$ cat src/rtl/cmac_slcg_pkg.sv
// ============================================================================
// Module  : cmac_slcg_pkg
// Brief   : Shared state encoding and defaults for the CMAC core SLCG enable.
// Rev     : 1.0  initial release
// ============================================================================
`default_nettype none

package cmac_slcg_pkg;

    typedef logic [1:0] slcg_state_t;

    localparam slcg_state_t c_st_active = 2'd0;
    localparam slcg_state_t c_st_drain  = 2'd1;
    localparam slcg_state_t c_st_gated  = 2'd2;

    localparam int c_hold_cycles_def = 16;

    // True when any datapath valid is asserted (excludes the layer enable level).
    function automatic logic dp_valid(input logic dat, input logic wt, input logic mac);
        return dat | wt | mac;
    endfunction

endpackage

`default_nettype wire

$ cat src/rtl/cmac_slcg_en_ctrl_if.sv
// ============================================================================
// Module  : cmac_slcg_en_ctrl_if
// Brief   : Control, activity and status bundle of the CMAC SLCG enable block.
// Rev     : 1.0  initial release
// ============================================================================
`default_nettype none

interface cmac_slcg_en_ctrl_if #(
    parameter int PERF_W = 32
);
    logic              reg2dp_op_en;
    logic              reg2dp_slcg_op_en;
    logic              sc2mac_dat_pvld;
    logic              sc2mac_wt_pvld;
    logic              mac2accu_pvld;
    logic              perf_clr;
    logic              slcg_en_src_0;
    logic              slcg_en_src_1;
    logic [PERF_W-1:0] dp2reg_slcg_gated_cnt;
    logic              dp2reg_slcg_viol;

    modport master (
        output reg2dp_op_en, reg2dp_slcg_op_en, sc2mac_dat_pvld,
               sc2mac_wt_pvld, mac2accu_pvld, perf_clr,
        input  slcg_en_src_0, slcg_en_src_1, dp2reg_slcg_gated_cnt,
               dp2reg_slcg_viol
    );

    modport slave (
        input  reg2dp_op_en, reg2dp_slcg_op_en, sc2mac_dat_pvld,
               sc2mac_wt_pvld, mac2accu_pvld, perf_clr,
        output slcg_en_src_0, slcg_en_src_1, dp2reg_slcg_gated_cnt,
               dp2reg_slcg_viol
    );
endinterface

`default_nettype wire

$ cat src/rtl/cmac_slcg_perf_cnt.sv
// ============================================================================
// Module  : cmac_slcg_perf_cnt
// Brief   : Saturating up-counter with synchronous clear (clear wins).
// Rev     : 1.0  initial release
// ============================================================================
`default_nettype none

module cmac_slcg_perf_cnt #(
    parameter int WIDTH = 32
) (
    input  wire logic             clk,
    input  wire logic             rst,
    input  wire logic             i_clr,
    input  wire logic             i_inc,
    output logic      [WIDTH-1:0] o_cnt
);

    logic [WIDTH-1:0] r_cnt;

    always_ff @(posedge clk) begin
        if (rst) begin
            r_cnt <= '0;
        end else if (i_clr) begin
            r_cnt <= '0;
        end else if (i_inc && !(&r_cnt)) begin
            r_cnt <= r_cnt + WIDTH'(1);
        end
    end

    assign o_cnt = r_cnt;

endmodule

`default_nettype wire

$ cat src/rtl/cmac_slcg_en_ctrl.sv
// ============================================================================
// Module  : cmac_slcg_en_ctrl
// Brief   : CMAC core SLCG enable generation with drain hold and perf status.
// Rev     : 1.0  initial release
// ============================================================================
`default_nettype none

module cmac_slcg_en_ctrl
    import cmac_slcg_pkg::*;
#(
    parameter int HOLD_CYCLES = c_hold_cycles_def,
    parameter int CNT_W       = 5,
    parameter int PERF_W      = 32
) (
    input  wire logic      nvdla_core_clk,
    input  wire logic      nvdla_core_rst,
    cmac_slcg_en_ctrl_if.slave bus
);

    localparam logic [CNT_W-1:0] c_cnt_reload = CNT_W'(HOLD_CYCLES - 1);

    slcg_state_t      r_state;
    slcg_state_t      w_next_state;
    logic [CNT_W-1:0] r_cnt;
    logic [CNT_W-1:0] w_next_cnt;
    logic             w_act;
    logic             w_dp_vld;
    logic             w_en0_next;
    logic             r_en0;
    logic             r_en1;
    logic             r_viol;
    logic             w_perf_inc;

    assign w_dp_vld = dp_valid(bus.sc2mac_dat_pvld, bus.sc2mac_wt_pvld, bus.mac2accu_pvld);
    assign w_act    = bus.reg2dp_op_en | w_dp_vld;

    // State register: reset lands in a full drain so the clock runs briefly after reset.
    always_ff @(posedge nvdla_core_clk) begin
        if (nvdla_core_rst) begin
            r_state <= c_st_drain;
            r_cnt   <= c_cnt_reload;
        end else begin
            r_state <= w_next_state;
            r_cnt   <= w_next_cnt;
        end
    end

    always_comb begin
        w_next_state = r_state;
        w_next_cnt   = r_cnt;
        if (w_act) begin
            w_next_state = c_st_active;
            w_next_cnt   = c_cnt_reload;
        end else begin
            case (r_state)
                c_st_active: begin
                    w_next_state = c_st_drain;
                    w_next_cnt   = c_cnt_reload;
                end
                c_st_drain: begin
                    if (r_cnt != '0) begin
                        w_next_cnt = r_cnt - CNT_W'(1);
                    end else begin
                        w_next_state = c_st_gated;
                    end
                end
                c_st_gated: begin
                    w_next_state = c_st_gated;
                end
                default: begin
                    w_next_state = c_st_drain;
                    w_next_cnt   = c_cnt_reload;
                end
            endcase
        end
    end

    always_comb begin
        w_en0_next = (w_next_state != c_st_gated);
    end

    // A set on the same edge as perf_clr must survive, so set is tested first.
    always_ff @(posedge nvdla_core_clk) begin
        if (nvdla_core_rst) begin
            r_en0  <= 1'b1;
            r_en1  <= 1'b1;
            r_viol <= 1'b0;
        end else begin
            r_en0 <= w_en0_next;
            r_en1 <= ~bus.reg2dp_slcg_op_en;
            if (w_dp_vld && !r_en0) begin
                r_viol <= 1'b1;
            end else if (bus.perf_clr) begin
                r_viol <= 1'b0;
            end
        end
    end

    assign w_perf_inc = ~r_en0 & ~r_en1;

    cmac_slcg_perf_cnt #(
        .WIDTH (PERF_W)
    ) u_perf_cnt (
        .clk   (nvdla_core_clk),
        .rst   (nvdla_core_rst),
        .i_clr (bus.perf_clr),
        .i_inc (w_perf_inc),
        .o_cnt (bus.dp2reg_slcg_gated_cnt)
    );

    assign bus.slcg_en_src_0    = r_en0;
    assign bus.slcg_en_src_1    = r_en1;
    assign bus.dp2reg_slcg_viol = r_viol;

endmodule

`default_nettype wire

$ cat src/flat_wrapper.sv
// flat-port wrapper written by rule: the top's interface ports become plain ports
module cmac_slcg_en_ctrl_flat import cmac_slcg_pkg::*;
#(
    parameter int HOLD_CYCLES = c_hold_cycles_def,
    parameter int CNT_W       = 5,
    parameter int PERF_W      = 32
)
  (nvdla_core_clk, nvdla_core_rst, bus_reg2dp_op_en, bus_reg2dp_slcg_op_en, bus_sc2mac_dat_pvld, bus_sc2mac_wt_pvld, bus_mac2accu_pvld, bus_perf_clr, bus_slcg_en_src_0, bus_slcg_en_src_1, bus_dp2reg_slcg_gated_cnt, bus_dp2reg_slcg_viol);
  cmac_slcg_en_ctrl_if #(.PERF_W(PERF_W)) bus_i ();
  input  wire logic nvdla_core_clk;
  input  wire logic nvdla_core_rst;
  input wire logic [$bits(bus_i.reg2dp_op_en)-1:0] bus_reg2dp_op_en;
  input wire logic [$bits(bus_i.reg2dp_slcg_op_en)-1:0] bus_reg2dp_slcg_op_en;
  input wire logic [$bits(bus_i.sc2mac_dat_pvld)-1:0] bus_sc2mac_dat_pvld;
  input wire logic [$bits(bus_i.sc2mac_wt_pvld)-1:0] bus_sc2mac_wt_pvld;
  input wire logic [$bits(bus_i.mac2accu_pvld)-1:0] bus_mac2accu_pvld;
  input wire logic [$bits(bus_i.perf_clr)-1:0] bus_perf_clr;
  output wire logic [$bits(bus_i.slcg_en_src_0)-1:0] bus_slcg_en_src_0;
  output wire logic [$bits(bus_i.slcg_en_src_1)-1:0] bus_slcg_en_src_1;
  output wire logic [$bits(bus_i.dp2reg_slcg_gated_cnt)-1:0] bus_dp2reg_slcg_gated_cnt;
  output wire logic [$bits(bus_i.dp2reg_slcg_viol)-1:0] bus_dp2reg_slcg_viol;
  assign bus_i.reg2dp_op_en = bus_reg2dp_op_en;
  assign bus_i.reg2dp_slcg_op_en = bus_reg2dp_slcg_op_en;
  assign bus_i.sc2mac_dat_pvld = bus_sc2mac_dat_pvld;
  assign bus_i.sc2mac_wt_pvld = bus_sc2mac_wt_pvld;
  assign bus_i.mac2accu_pvld = bus_mac2accu_pvld;
  assign bus_i.perf_clr = bus_perf_clr;
  assign bus_slcg_en_src_0 = bus_i.slcg_en_src_0;
  assign bus_slcg_en_src_1 = bus_i.slcg_en_src_1;
  assign bus_dp2reg_slcg_gated_cnt = bus_i.dp2reg_slcg_gated_cnt;
  assign bus_dp2reg_slcg_viol = bus_i.dp2reg_slcg_viol;
  cmac_slcg_en_ctrl #(.HOLD_CYCLES(HOLD_CYCLES), .CNT_W(CNT_W), .PERF_W(PERF_W)) u_core (.nvdla_core_clk(nvdla_core_clk), .nvdla_core_rst(nvdla_core_rst), .bus(bus_i));
endmodule
$ cat config.mk
export PLATFORM = sky130hd
export DESIGN_NAME = cmac_slcg_en_ctrl_flat
export DESIGN_NICKNAME = d
export VERILOG_FILES = /design/src/rtl/cmac_slcg_pkg.sv /design/src/rtl/cmac_slcg_en_ctrl_if.sv /design/src/rtl/cmac_slcg_perf_cnt.sv /design/src/rtl/cmac_slcg_en_ctrl.sv /design/src/flat_wrapper.sv
export SDC_FILE = /design/constraint.sdc
export NUM_CORES = 1
export LEC_CHECK = 0
export CELL_PAD_IN_SITES_DETAIL_PLACEMENT = 1
export CELL_PAD_IN_SITES_GLOBAL_PLACEMENT = 2
export CORE_UTILIZATION = 30
export CTS_CLUSTER_DIAMETER = 40
export CTS_CLUSTER_SIZE = 24
export DETAILED_ROUTE_END_ITERATION = 12
export PLACE_DENSITY = 0.79
export SLEW_MARGIN = 0
export SYNTH_ARGS = -nofsm -noshare
export SYNTH_HDL_FRONTEND = slang
export SYNTH_HIERARCHICAL = 1
export SYNTH_SLANG_ARGS = --single-unit
$ cat constraint.sdc
create_clock -name nvdla_core_clk -period 3.1 [get_ports nvdla_core_clk]
set_clock_uncertainty 0.05 [all_clocks]
set_input_delay 0.775 -clock nvdla_core_clk [delete_from_list [all_inputs] [get_ports nvdla_core_clk]]
set_output_delay 0.775 -clock nvdla_core_clk [all_outputs]
set_load 0.02 [all_outputs]
After elaboration in Yosys (flattened, before gate mapping)
Cells that the tools add are included.
Word-level totals
  word-level logic and storage cells: 37
  input port bits: 8
  register bits: 42
  output and inout bits: 35
Operators by class
  reduce and logical (&&, ||, !) cells: 10
  $add $sub $neg: 2
  bitwise operators: 8
  mux-type cells: 7
  equality and inequality tests: 4
Operator list (count)
  adder 32 x 1 -> 32 bit (second input constant): 1
  AND reduction 32 bit: 1
  case mux 5 bit (2 select lines): 1
  2-to-1 mux 5 bit: 1
  nonzero test 5 bit: 1
  subtractor 5 x 1 -> 5 bit (second input constant): 1
  2-to-1 mux 2 bit: 2
  inverter 1 bit: 4
  case mux 2 bit (2 select lines): 1
  OR reduction 2 bit: 2
  bitwise OR 1 bit: 3
  equality test 2 x 1 -> 1 bit (second input constant): 1
  equality test 2 bit (second input constant): 1
  logical AND 1 bit: 2
  logical NOT 1 bit: 2
  2-to-1 mux 1 bit: 2
  inequality test 2 x 1 -> 1 bit (second input constant): 1
  inequality test 2 bit (second input constant): 1
  AND reduction 2 bit: 1
  nonzero test 2 bit: 1
  bitwise AND 1 bit: 1

Logic depth before layout (Yosys ltp)
  word-level depth: 5
  depth in mapped cells: 7

Hierarchy
Netlist, hierarchy kept.
Modules (own cells, without submodules)
  cmac_slcg_perf_cnt: instances 1, area an instance 1680.4 µm², cells each 202, sequential area each 640.6 µm²
  cmac_slcg_en_ctrl: instances 1, area an instance 479.2 µm², cells each 51, sequential area each 200.2 µm²

Worst setup path after synthesis
No wires, ideal clock.
  path type: register to register
  from: register u_core.r_en0, in the netlist u_core/bus.slcg_en_src_0
  to: register u_core.u_perf_cnt.r_cnt[25], in the netlist u_core/u_perf_cnt/o_cnt[25]
  cell stages (with the launch flop): 8
  path slack: 1.112 ns
  buffers on the path: 1
  arrival: 1.868 ns
  cells stage by stage: dfxtp_1 nor2_1 inv_1 nor2_1 nand2_1 buf_2 or4_1 a21oi_1
On the way
  word-level cells in the longest chain between the ends: 3
RTL lines
  start: declaration: RTL line cmac_slcg_en_ctrl.sv:29  | logic r_en0;
  start signal: assignment: RTL line cmac_slcg_en_ctrl.sv:89  | r_en0 <= w_en0_next;
  inverter 1 bit: RTL line cmac_slcg_en_ctrl.sv:99  | assign w_perf_inc = ~r_en0 & ~r_en1;
  bitwise AND 1 bit: RTL line cmac_slcg_en_ctrl.sv:99
  named net u_core.w_perf_inc: RTL line cmac_slcg_en_ctrl.sv:32  | logic w_perf_inc;
  logical AND 1 bit: RTL line cmac_slcg_perf_cnt.sv:25  | end else if (i_inc && !(&r_cnt)) begin
  end signal: assignment: RTL line cmac_slcg_perf_cnt.sv:26  | r_cnt <= r_cnt + WIDTH'(1);
  end: declaration: RTL line cmac_slcg_perf_cnt.sv:18  | logic [WIDTH-1:0] r_cnt;
The timed path passes the listed nets, and every way through them passes these cells.
A chain may end at the register's enable or synchronous reset.

Final worst setup path
  from: register u_core.r_en0, in the netlist u_core/bus.slcg_en_src_0
  to: register u_core.u_perf_cnt.r_cnt[26], in the netlist u_core/u_perf_cnt/o_cnt[26]
Same word-level chain as after synthesis.

==> results.md <==
* Sum Neg Setup Slack at 0 ns
* Number of global-route vias before repair at 2046
* Initial antenna violation count at 0
* P&R area growth vs syn at 28.22%
* Total GRT Usage at 16.54%
* Drt initial violations at 74
* Area leader, netlist: dfxtp_1
* Initial Util at 31.44%
* Max Cap Viol at 0
* Drt drc at 0
* WP data required at 3.27 ns
* Final Net Count at 306
* Most instantiated cells after synthesis: 42 x dfxtp_1, 28 x a21oi_1, 17 x nand2_1, 16 x nor2_1
* Final WL at 5692 µm
* Max-slew violation count at 0
* Run status: finished, final reports clean
* Yosys synthesis warning count at 6
* Fin cells at 391
* Setup bufs post-CTS at 0
* Seq/Total Area, Yosys at 38.93%
* Vias per cell at 5.315
* CTS root buf: clkbuf_8
* Synth Register Bits at 42
* Routed Antenna Nets at 0
* Core Area at 6869 µm²
* Synthesized Nets at 265
* Largest net degree at the start of global routing at 31
* Clock buffer count from CTS at 5
* Post-synth top area share at 38.93%
* Top cells by area, synth: dfxtp_1 39%, a21oi_1 6.5%, or3_1 4.1%
* Vias at 2078
* Clk pin slew, worst setup/hold paths at 0.08 ns
* Crit-path max FO at 7
* GPL Wtd Cong at 0.7585
* Resize count post-CTS at 0
* Critical path endpoint category: register
* Slew HR at 56.56%
* CP Class: reg2reg
* DP Worst Slack at 0.5933 ns
* Post-synth EDFFs at 0
* Final setup violation count at 0
* Peak Freq at 426.9 MHz
* Synth cell types at 53
* Cell Count Post-Placement at 383
* I/O pins at 43
* RSZ-0062 raised after global routing: no
* Fin util at 40.31%
* Hold Crit Class: reg2reg
* Main flop type after synthesis: dfxtp_1
* Final HPWL DP at 4033 µm
* Min Tclk post-route at 2.343 ns
* Worst Slack Setup Final at 0.7574 ns
* Leakage at 0.8945 nW
* Gr ovfl total at 0
* CTS Hold Bufs at 0
* Tcrit/Tclk final at 75.57%
* Number of port buffers at 42
* Peak supply drop at 0.1543 mV
* Clock insertion delay at the later pin of the skew report at 0.29 ns
* Measured slew at the worst slew-check pin at 0.6516 ns
* Post-synth ARST share at 0%
* Routed WL per cell at 14.56 µm
* Startpoint Class: register
* Power Density at 358.0 nW/µm²
* # clock sinks at 42
* # rows at 30
* Die area at 7542 µm²
* First-pass GRT wire length at 9853 µm
* Die extent in x at 86.85 µm
* Worst EP arrival at 2.51 ns
* Layout cells sized above 1 at 9.831%
* Post-Syn Area per Cell at 8.536 µm²
* 1st-pass router iterations at 4
* Chip height at 86.85 µm
* CTS tree: built
* Ant diodes at 0
* Final Hold Violating Endpoints at 0
* H-Tree Depth at 2
* Count leader, synth: dfxtp_1
* Syn Inst Count at 253
* Worst-case clock buffer depth at 2
* Synth Cell Area at 2160 µm²
==> sequential cells by signal, summed over array words and instances (netlist names) <==
signal	count
u_core/bus.dp2reg_slcg_viol	1
u_core/bus.slcg_en_src_0	1
u_core/r_state	2
u_core/r_cnt	5
u_core/bus.slcg_en_src_1	1
u_core/u_perf_cnt/o_cnt	32
==> stage by stage <==
| stage | power [mW] | cell area [µm²] | hold WS (ns) |
|---|---|---|---|
| after CTS | 1.013 | 2769 | 0.4229 |
| after detailed placement | 0.5865 | 2659 | 0.4090 |
| after global routing | 1.040 | 2769 | 0.4484 |
| after global placement | 0.5861 | 2659 | 0.4007 |
| after floorplan | 0.5700 | 2160 | 0.3878 |
| final | 0.9914 | 2769 | 0.4209 |
==> placed cells by master, fill, tap and decap left out, types with 2 or more instances in the layout <==
master	n
or2_2	2
nand4_2	2
clkdlybuf4s50_1	42
nand3_1	12
mux2i_1	2
ha_1	4
nand4_1	9
and3_1	3
a21oi_1	28
a31oi_1	3
o211ai_1	2
and3_4	3
or4_1	6
o31ai_1	6
nor2_1	16
or3_1	14
dfxtp_1	42
and2_1	4
nand2_1	17
nand2b_1	2
o21ai_0	14
nor3_1	7
and4_1	3
clkbuf_8	8
o21ai_1	3
buf_4	2
inv_1	10
a31o_2	2
nor4b_1	3
==> power by group <==
part	switching [mW]	internal [mW]	leakage (nW)
clock	0.193	0.225	0.0575
combinational	0.0175	0.0142	0.498
sequential	0.00145	0.541	0.339
total	0.211	0.780	0.894
==> final timing paths <==
check | slack (ns) | startpoint | cells after the start | end
worst max-delay path | 0.76 | u_core/bus.slcg_en_src_0$_SDFF_PP1_ | 6 | u_core/u_perf_cnt/o_cnt[26]$_SDFFE_PP0P_
worst min-delay path | 0.42 | u_core/r_cnt[4]$_SDFFE_PP0P_ | 1 | u_core/r_cnt[4]$_SDFFE_PP0P_
worst max register to register | 0.76 | u_core/bus.slcg_en_src_0$_SDFF_PP1_ | 6 | u_core/u_perf_cnt/o_cnt[26]$_SDFFE_PP0P_
worst min register to register | 0.42 | u_core/r_cnt[4]$_SDFFE_PP0P_ | 1 | u_core/r_cnt[4]$_SDFFE_PP0P_
==> critical path, cell delays in order, from the launching register on <==
cell and delay [ns]:
dfxtp_1 0.35, nor2_1 0.30, nand4_1 0.38, nor4_4 0.46
o21ai_2 0.20, or3_1 0.38, a21oi_1 0.14
==> layout make-up <==
cell class	count	area, µm²
inverters	10	37.54
well taps	96	120.1
fillers	806	4100
flip-flops and latches	42	840.8
clock buffers	8	110.1
repair buffers	44	435.4
multi-input cells	191	1225
==> per-layer routing <==
| layer | global-route usage [%] | routed length (µm) | part of all wire (%) | vias up |
|---|---|---|---|---|
| met3 | 3.810 | 226 | 4.0 | 4 |
| met4 | 5.000 | 63 | 1.1 | 0 |
| met1 | 21.18 | 2725 | 48 | 999 |
| met2 | 27.56 | 2676 | 47 | 33 |
| li1 | - | - | - | 1042 |
| met5 | 0 | 0 | 0 | - |
==> kinds of logic after synthesis <==
| kind of cell | synth area share, % |
|---|---|
| buffers and inverters | 4.345 |
| muxes | 0.9270 |
| adders and majority gates | 2.318 |
| AOI/OAI and AO/OA | 18.42 |
| and+or+nand+nor | 34.24 |
| DFF | 38.93 |
| xor gates and xnor gates | 0.8113 |
No activity file was read; power rests on OpenSTA's default activity.
